File: src/rtl/uart_rx_fsm_if.sv
// Signal bundle between the UART RX frame sequencer and its counter/sampler/checker datapath.
// master = sequencer side, slave = datapath/line side.
interface uart_rx_fsm_if;

  logic       RX_IN;
  logic       PAR_EN;
  logic [5:0] Prescale;
  logic [3:0] bit_cnt;
  logic [4:0] edge_cnt;
  logic       strt_glitch;
  logic       par_err;
  logic       stp_err;

  logic       cnt_enable;
  logic       dat_samp_en;
  logic       deser_en;
  logic       strt_chk_en;
  logic       par_chk_en;
  logic       stp_chk_en;
  logic       data_valid;
  logic       frame_err;
  logic       parity_err;

  modport master (
    input  RX_IN, PAR_EN, Prescale, bit_cnt, edge_cnt, strt_glitch, par_err, stp_err,
    output cnt_enable, dat_samp_en, deser_en, strt_chk_en, par_chk_en, stp_chk_en,
           data_valid, frame_err, parity_err
  );

  modport slave (
    output RX_IN, PAR_EN, Prescale, bit_cnt, edge_cnt, strt_glitch, par_err, stp_err,
    input  cnt_enable, dat_samp_en, deser_en, strt_chk_en, par_chk_en, stp_chk_en,
           data_valid, frame_err, parity_err
  );

endinterface

File: src/rtl/uart_rx_fsm.sv
// UART receiver frame sequencer: walks IDLE/START/DATA/PARITY/STOP/DONE, enables the
// bit datapath and qualifies each frame with one data_valid or error pulse.
module uart_rx_fsm #(
  parameter int unsigned DATA_BITS = 8
) (
  input  logic          CLK,
  input  logic          RST,
  uart_rx_fsm_if.master bus
);

  localparam int unsigned PW = 6;
  localparam int unsigned BW = 4;

  typedef enum logic [2:0] {
    IDLE   = 3'd0,
    START  = 3'd1,
    DATA   = 3'd2,
    PARITY = 3'd3,
    STOP   = 3'd4,
    DONE   = 3'd5
  } state_e;

  state_e state_q, state_d;
  logic   par_en_q, par_en_d;
  logic   par_err_q, par_err_d;
  logic   stp_err_q, stp_err_d;

  logic   cnt_enable_q, dat_samp_en_q, strt_chk_en_q, par_chk_en_q, stp_chk_en_q;
  logic   data_valid_q, frame_err_q, parity_err_q;

  logic   last_edge;
  logic   last_bit;

  assign last_edge = ({1'b0, bus.edge_cnt} == (bus.Prescale - PW'(1)));
  assign last_bit  = (bus.bit_cnt == BW'(DATA_BITS));

  // Next-state and per-frame flag capture
  always_comb begin
    state_d   = state_q;
    par_en_d  = par_en_q;
    par_err_d = par_err_q;
    stp_err_d = stp_err_q;
    case (state_q)
      IDLE: begin
        if (!bus.RX_IN) begin
          state_d  = START;
          par_en_d = bus.PAR_EN;
        end
      end
      START: begin
        if (last_edge) state_d = bus.strt_glitch ? IDLE : DATA;
      end
      DATA: begin
        if (last_edge && last_bit) state_d = par_en_q ? PARITY : STOP;
      end
      PARITY: begin
        if (last_edge) begin
          par_err_d = bus.par_err;
          state_d   = STOP;
        end
      end
      STOP: begin
        if (last_edge) begin
          stp_err_d = bus.stp_err;
          state_d   = DONE;
        end
      end
      DONE: begin
        par_err_d = 1'b0;
        stp_err_d = 1'b0;
        if (!bus.RX_IN) begin
          state_d  = START;
          par_en_d = bus.PAR_EN;
        end else begin
          state_d = IDLE;
        end
      end
      default: state_d = IDLE;
    endcase
  end

  // State, flags and outputs registered together; outputs decode the state being entered
  always_ff @(posedge CLK or posedge RST) begin
    if (RST) begin
      state_q       <= IDLE;
      par_en_q      <= 1'b0;
      par_err_q     <= 1'b0;
      stp_err_q     <= 1'b0;
      cnt_enable_q  <= 1'b0;
      dat_samp_en_q <= 1'b0;
      strt_chk_en_q <= 1'b0;
      par_chk_en_q  <= 1'b0;
      stp_chk_en_q  <= 1'b0;
      data_valid_q  <= 1'b0;
      frame_err_q   <= 1'b0;
      parity_err_q  <= 1'b0;
    end else begin
      state_q       <= state_d;
      par_en_q      <= par_en_d;
      par_err_q     <= par_err_d;
      stp_err_q     <= stp_err_d;
      cnt_enable_q  <= (state_d inside {START, DATA, PARITY, STOP});
      dat_samp_en_q <= (state_d inside {START, DATA, PARITY, STOP});
      strt_chk_en_q <= (state_d == START);
      par_chk_en_q  <= (state_d == PARITY);
      stp_chk_en_q  <= (state_d == STOP);
      data_valid_q  <= (state_d == DONE) && !par_err_d && !stp_err_d;
      frame_err_q   <= (state_d == DONE) && stp_err_d;
      parity_err_q  <= (state_d == DONE) && par_err_d;
    end
  end

  assign bus.cnt_enable  = cnt_enable_q;
  assign bus.dat_samp_en = dat_samp_en_q;
  assign bus.strt_chk_en = strt_chk_en_q;
  assign bus.par_chk_en  = par_chk_en_q;
  assign bus.stp_chk_en  = stp_chk_en_q;
  assign bus.data_valid  = data_valid_q;
  assign bus.frame_err   = frame_err_q;
  assign bus.parity_err  = parity_err_q;
  // One shift per data bit, at the final oversample of that bit
  assign bus.deser_en    = (state_q == DATA) && last_edge;

endmodule

File: src/flat_wrapper.sv
// flat-port wrapper written by rule: the top's interface ports become plain ports
module uart_rx_fsm_flat 
#(
  parameter int unsigned DATA_BITS = 8
)
  (CLK, RST, bus_RX_IN, bus_PAR_EN, bus_Prescale, bus_bit_cnt, bus_edge_cnt, bus_strt_glitch, bus_par_err, bus_stp_err, bus_cnt_enable, bus_dat_samp_en, bus_deser_en, bus_strt_chk_en, bus_par_chk_en, bus_stp_chk_en, bus_data_valid, bus_frame_err, bus_parity_err);
  uart_rx_fsm_if bus_i ();
  input  logic CLK;
  input  logic RST;
  input wire logic [$bits(bus_i.RX_IN)-1:0] bus_RX_IN;
  input wire logic [$bits(bus_i.PAR_EN)-1:0] bus_PAR_EN;
  input wire logic [$bits(bus_i.Prescale)-1:0] bus_Prescale;
  input wire logic [$bits(bus_i.bit_cnt)-1:0] bus_bit_cnt;
  input wire logic [$bits(bus_i.edge_cnt)-1:0] bus_edge_cnt;
  input wire logic [$bits(bus_i.strt_glitch)-1:0] bus_strt_glitch;
  input wire logic [$bits(bus_i.par_err)-1:0] bus_par_err;
  input wire logic [$bits(bus_i.stp_err)-1:0] bus_stp_err;
  output wire logic [$bits(bus_i.cnt_enable)-1:0] bus_cnt_enable;
  output wire logic [$bits(bus_i.dat_samp_en)-1:0] bus_dat_samp_en;
  output wire logic [$bits(bus_i.deser_en)-1:0] bus_deser_en;
  output wire logic [$bits(bus_i.strt_chk_en)-1:0] bus_strt_chk_en;
  output wire logic [$bits(bus_i.par_chk_en)-1:0] bus_par_chk_en;
  output wire logic [$bits(bus_i.stp_chk_en)-1:0] bus_stp_chk_en;
  output wire logic [$bits(bus_i.data_valid)-1:0] bus_data_valid;
  output wire logic [$bits(bus_i.frame_err)-1:0] bus_frame_err;
  output wire logic [$bits(bus_i.parity_err)-1:0] bus_parity_err;
  assign bus_i.RX_IN = bus_RX_IN;
  assign bus_i.PAR_EN = bus_PAR_EN;
  assign bus_i.Prescale = bus_Prescale;
  assign bus_i.bit_cnt = bus_bit_cnt;
  assign bus_i.edge_cnt = bus_edge_cnt;
  assign bus_i.strt_glitch = bus_strt_glitch;
  assign bus_i.par_err = bus_par_err;
  assign bus_i.stp_err = bus_stp_err;
  assign bus_cnt_enable = bus_i.cnt_enable;
  assign bus_dat_samp_en = bus_i.dat_samp_en;
  assign bus_deser_en = bus_i.deser_en;
  assign bus_strt_chk_en = bus_i.strt_chk_en;
  assign bus_par_chk_en = bus_i.par_chk_en;
  assign bus_stp_chk_en = bus_i.stp_chk_en;
  assign bus_data_valid = bus_i.data_valid;
  assign bus_frame_err = bus_i.frame_err;
  assign bus_parity_err = bus_i.parity_err;
  uart_rx_fsm #(.DATA_BITS(DATA_BITS)) u_core (.CLK(CLK), .RST(RST), .bus(bus_i));
endmodule
File: config.mk
export PLATFORM = sky130hd
export DESIGN_NAME = uart_rx_fsm_flat
export DESIGN_NICKNAME = d
export VERILOG_FILES = /design/src/rtl/uart_rx_fsm_if.sv /design/src/rtl/uart_rx_fsm.sv /design/src/flat_wrapper.sv
export SDC_FILE = /design/constraint.sdc
export NUM_CORES = 1
export LEC_CHECK = 0
export CORE_MARGIN = 1.5
export CORE_UTILIZATION = 42
export CTS_CLUSTER_DIAMETER = 30
export DETAILED_ROUTE_END_ITERATION = 8
export HOLD_SLACK_MARGIN = 0.15
export PLACE_DENSITY = 0.89
export SYNTH_ARGS = -nofsm -noshare
export SYNTH_HDL_FRONTEND = slang
export SYNTH_SLANG_ARGS = --single-unit
File: constraint.sdc
create_clock -name CLK -period 2.5 [get_ports CLK]
set_input_delay 0.5 -clock CLK [delete_from_list [all_inputs] [get_ports CLK]]
set_output_delay 0.5 -clock CLK [all_outputs]
set_load 0.03 [all_outputs]
==> PnR_summary.wiki <==
{| class="wikitable"
! Metric !! Value
|-
| Clock latency at the later pin of the worst-skew pair || 0.28 ns
|-
| Share of power burned in the clock network || 18.1%
|-
| Core Rows || 15
|-
| Leakage power summed over all cells || 0.5541 nW
|-
| Yosys top cell by area || sky130_fd_sc_hd__dfrtp_1
|-
| Sw Ratio || 38.47%
|-
| Routed via count || 734
|-
| Wire length reported by the detailed router || 1.953 mm
|-
| Largest cells by area after synthesis || sky130_fd_sc_hd__dfrtp_1 38%, sky130_fd_sc_hd__xnor2_1 5.5%, sky130_fd_sc_hd__xor2_1 3.3%
|-
| Clock transition at the registers of the reported paths || 0.07 ns
|-
| Kind of path behind the tightest hold check || in2async
|-
| Commonest cells in the netlist || 12 x sky130_fd_sc_hd__dfrtp_1, 6 x sky130_fd_sc_hd__inv_1, 5 x sky130_fd_sc_hd__xnor2_1
|-
| Synthesized area per cell || 10.27 um^2
|-
| Net count of the mapped netlist || 101
|-
| Setup violators final || 0
|-
| Post-synthesis sequential area ratio || 37.50%
|-
| Fraction of layout cells with a size suffix above 1 || 30.08%
|-
| Horizontal extent of the die || 46.67 um
|-
| Most repeated cell in the gate-level netlist after synthesis || sky130_fd_sc_hd__dfrtp_1
|-
| Share of the synthesized area in compound gates (AO/OA/AOI/OAI) || 9.688%
|-
| Share of synthesized flip-flops with an asynchronous set or reset || 100.0%
|-
| Final routed DRC violation total || 0
|-
| Maximum number of pins on one net before global-route repair || 13
|-
| Grt ovf || 0
|-
| RSZ-0062 raised after global routing || false
|-
| Iteration-0 DRC Markers || 6
|-
| Number of pins exceeding their max-slew limit in the final report || 0
|-
| Yosys synthesis warning count || 0
|-
| Number of nets in the layout || 147
|-
| Sw power || 0.3294 mW
|-
| Global-route wire length before repair || 3.077 mm
|-
| Buffer levels on the longest clock path || 2
|-
| Die area || 2178 um^2
|-
| Count of different cell masters after synthesis || 40
|-
| Sink count of the clock tree || 12
|-
| Non-filler cells, final || 148
|-
| CP top delay family || simple AND/OR/NAND/NOR gates
|-
| Number of buffers inserted by port buffering || 30
|-
| Startpoint class of the critical path || primary input
|-
| Total negative slack || 0 ns
|-
| Areal power density over the cells || 671.0 nW/um^2
|-
| Highest clock frequency the design can meet || 414.2 MHz
|-
| Summed instance area of the synthesized netlist || 800.8 um^2
|-
| Number of buffers inserted by hold repair at cts || 0
|-
| Core Area || 1764 um^2
|-
| Io pins || 31
|-
| Final setup skew || 0.001714 ns
|-
| Yosys top cell area share || 37.50%
|-
| Diode count || 0
|-
| Vias in the first global route || 719
|-
| Worst reg2reg path startpoint || u_core.state_q[0]
|-
| Max stage delay cell, worst path || sky130_fd_sc_hd__mux2_4
|-
| Detailed-router iteration count before antenna repair || 6
|-
| Outcome || complete, no violations
|-
| Max incr delay on CP || 0.30 ns
|-
| Most used DFF post-synth || sky130_fd_sc_hd__dfrtp_1
|-
| Worst-margin pin slew || 0.4261 ns
|-
| Clock root buffer master || sky130_fd_sc_hd__clkbuf_4
|-
| Routed length per instance || 13.20 um
|-
| Endpoint arrival time on the critical path || 1.91 ns
|-
| Placer Congestion || 0.8624
|-
| Combinational family with the most area after synthesis || simple AND/OR/NAND/NOR gates
|-
| Crit path buf inv count || 3
|-
| Number of antenna-violating nets in the routed design || 0
|-
| Area share of xor/xnor cells in the synthesized design || 10.78%
|-
| Initial standard-cell utilization of the core || 45.39%
|-
| TritonCTS clock tree || built
|-
| Detailed Place HPWL || 1.466 mm
|-
| Endpoint kind of the worst setup timing path || output port
|-
| Critical Path Fanout Max || 4
|-
| Number of buffers added by the clock tree synthesis step || 3
|-
| Cells after synthesis || 78
|-
| Height of the chip || 46.67 um
|-
| Min Clock Period, post-route || 2.414 ns
|-
| Combinational Power Share || 46.8%
|-
| Synth-to-layout area growth || 59.37%
|-
| Worst slew margin relative to its limit || 71.56%
|-
| CP Launch Point || bus_Prescale[1]
|-
| Total number of H-tree levels || 1
|-
| Mux share of post-synthesis cell area || 5.781%
|-
| Chain of cells forming the critical path || clkbuf_2, inv_2, ha_4, xnor2_1, o2bb2ai_1, mux2_4, nor3_4, nor3b_2, buf_4
|-
| Worst EP required || 2.00 ns
|-
| Final hold violations || 0
|-
| Synth Area in Simple Gates || 30.31%
|-
| Adder-cell share of the synthesized area || 1.563%
|-
| Fin crit share || 96.56%
|-
| Flops & latches, synth || 12
|-
| Overall routing resource usage || 21.12%
|-
| Crit Path Class || in2out
|-
| Total internal power || 0.5270 mW
|-
| EDFF count, synth || 0
|-
| Via-per-instance ratio || 4.959
|-
| Maximum Capacitance Violations || 0
|-
| Number of antenna violations at the first check in global routing || 0
|-
| Max VDD drop || 0.0003266 V
|-
| Number of placed instances with taps included || 139
|-
| Register share of total power || 35.1%
|}
==> logic make-up after synthesis <==
family,count (synthesis)
buffers and inverters,8
AO/OA/AOI/OAI,9
AND/OR/NAND/NOR,35
multiplexers,4
adder cells (fa/ha/maj),1
flip-flops,12
XOR/XNOR,9
==> path summary, 6_finish.rpt <==
kind	to	slack, ns	depth (start not counted)
worst max register to register	u_core.bus.strt_chk_en	0.74	4
min in group CLK	u_core.par_err_q	0.53	2
worst max-delay path	bus_deser_en	0.09	9
worst min-delay path	u_core.state_q[1]	0.52	2
max in group asynchronous	u_core.bus.par_chk_en	1.68	2
worst min register to register	u_core.par_err_q	0.53	2
==> power by group through the flow <==
stage | logic [mW] | registers, mW | clock network [mW]
6_report | 0.401 | 0.301 | 0.155
5_1_grt | 0.432 | 0.311 | 0.170
4_1_cts | 0.393 | 0.299 | 0.154
3_5_place_dp | 0.386 | 0.304 | 0
3_3_place_gp | 0.371 | 0.300 | 0
2_1_floorplan | 0.220 | 0.322 | 0
==> stage by stage <==
step | power [mW] | hold slack (ns) | cell area (um^2) | utilization [%] | worst slack [ns]
after floorplan | 0.5420 | 0.3647 | 805.8 | - | 0.02117
after detailed placement | 0.6897 | 0.5183 | 1182 | 67.02 | -0.4270
final | 0.8564 | 0.5214 | 1276 | 72.34 | 0.08593
after global routing | 0.9132 | 0.5705 | 1276 | 72.34 | 0.001517
after global placement | 0.6717 | 0.5097 | 1182 | 67.02 | -0.2668
after CTS | 0.8466 | 0.5374 | 1250 | 70.85 | 0.003880
==> registers in the layout (all words and copies together) (netlist names) <==
register and flops:
u_core.bus.cnt_enable 1, u_core.bus.data_valid 1, u_core.bus.frame_err 1, u_core.bus.par_chk_en 1, u_core.bus.parity_err 1, u_core.bus.stp_chk_en 1
u_core.bus.strt_chk_en 1, u_core.par_en_q 1, u_core.par_err_q 1, u_core.state_q 3
==> routing by layer <==
| metal | global-route usage, % | vias to the layer above | part of all wire [%] |
|---|---|---|---|
| met1 | 20.71 | 338 | 35 |
| met2 | 40.28 | 29 | 58 |
| met5 | 0 | - | 0 |
| met3 | 4.706 | 4 | 5.2 |
| li1 | - | 363 | - |
| met4 | 11.11 | 0 | 1.6 |
==> cell type report <==
| class | instances | area [um^2] |
|---|---|---|
| clock buffer | 4 | 36.28 |
| fill | 153 | 488.0 |
| inverter | 6 | 22.52 |
| multi-input combinational | 58 | 498.0 |
| sequential | 12 | 300.3 |
| tap | 25 | 31.28 |
| timing repair buffer | 43 | 387.9 |
==> timing repair <==
action / CTS / global route
hold endpoints to repair: 0 / 0
setup buffers: 2 / 3
cloned: 0 / 0
pin swaps: 3 / 7
endpoints found under the setup margin: 6 / 1
resized for setup: 13 / 10
==> layout by cell type (no fill, tap or decap), drive strengths merged, types with 2 or more instances in the layout <==
cell | netlist | routed
mux2i | 2 | 2
nand2 | 5 | 5
clkdlybuf4s50 | 0 | 21
xor2 | 4 | 4
xnor2 | 5 | 5
clkbuf | 0 | 6
mux2 | 2 | 2
nand2b | 2 | 2
nor2 | 4 | 4
inv | 6 | 6
buf | 2 | 15
a2bb2oi | 2 | 2
nor3b | 3 | 3
o22ai | 2 | 2
and3 | 2 | 2
o21bai | 2 | 2
nor3 | 3 | 3
dlygate4sd2 | 0 | 3
nor2b | 3 | 3
dfrtp | 12 | 12
dlymetal6s2s | 0 | 2
nand3 | 2 | 2
(Power assumes the default switching activity.)
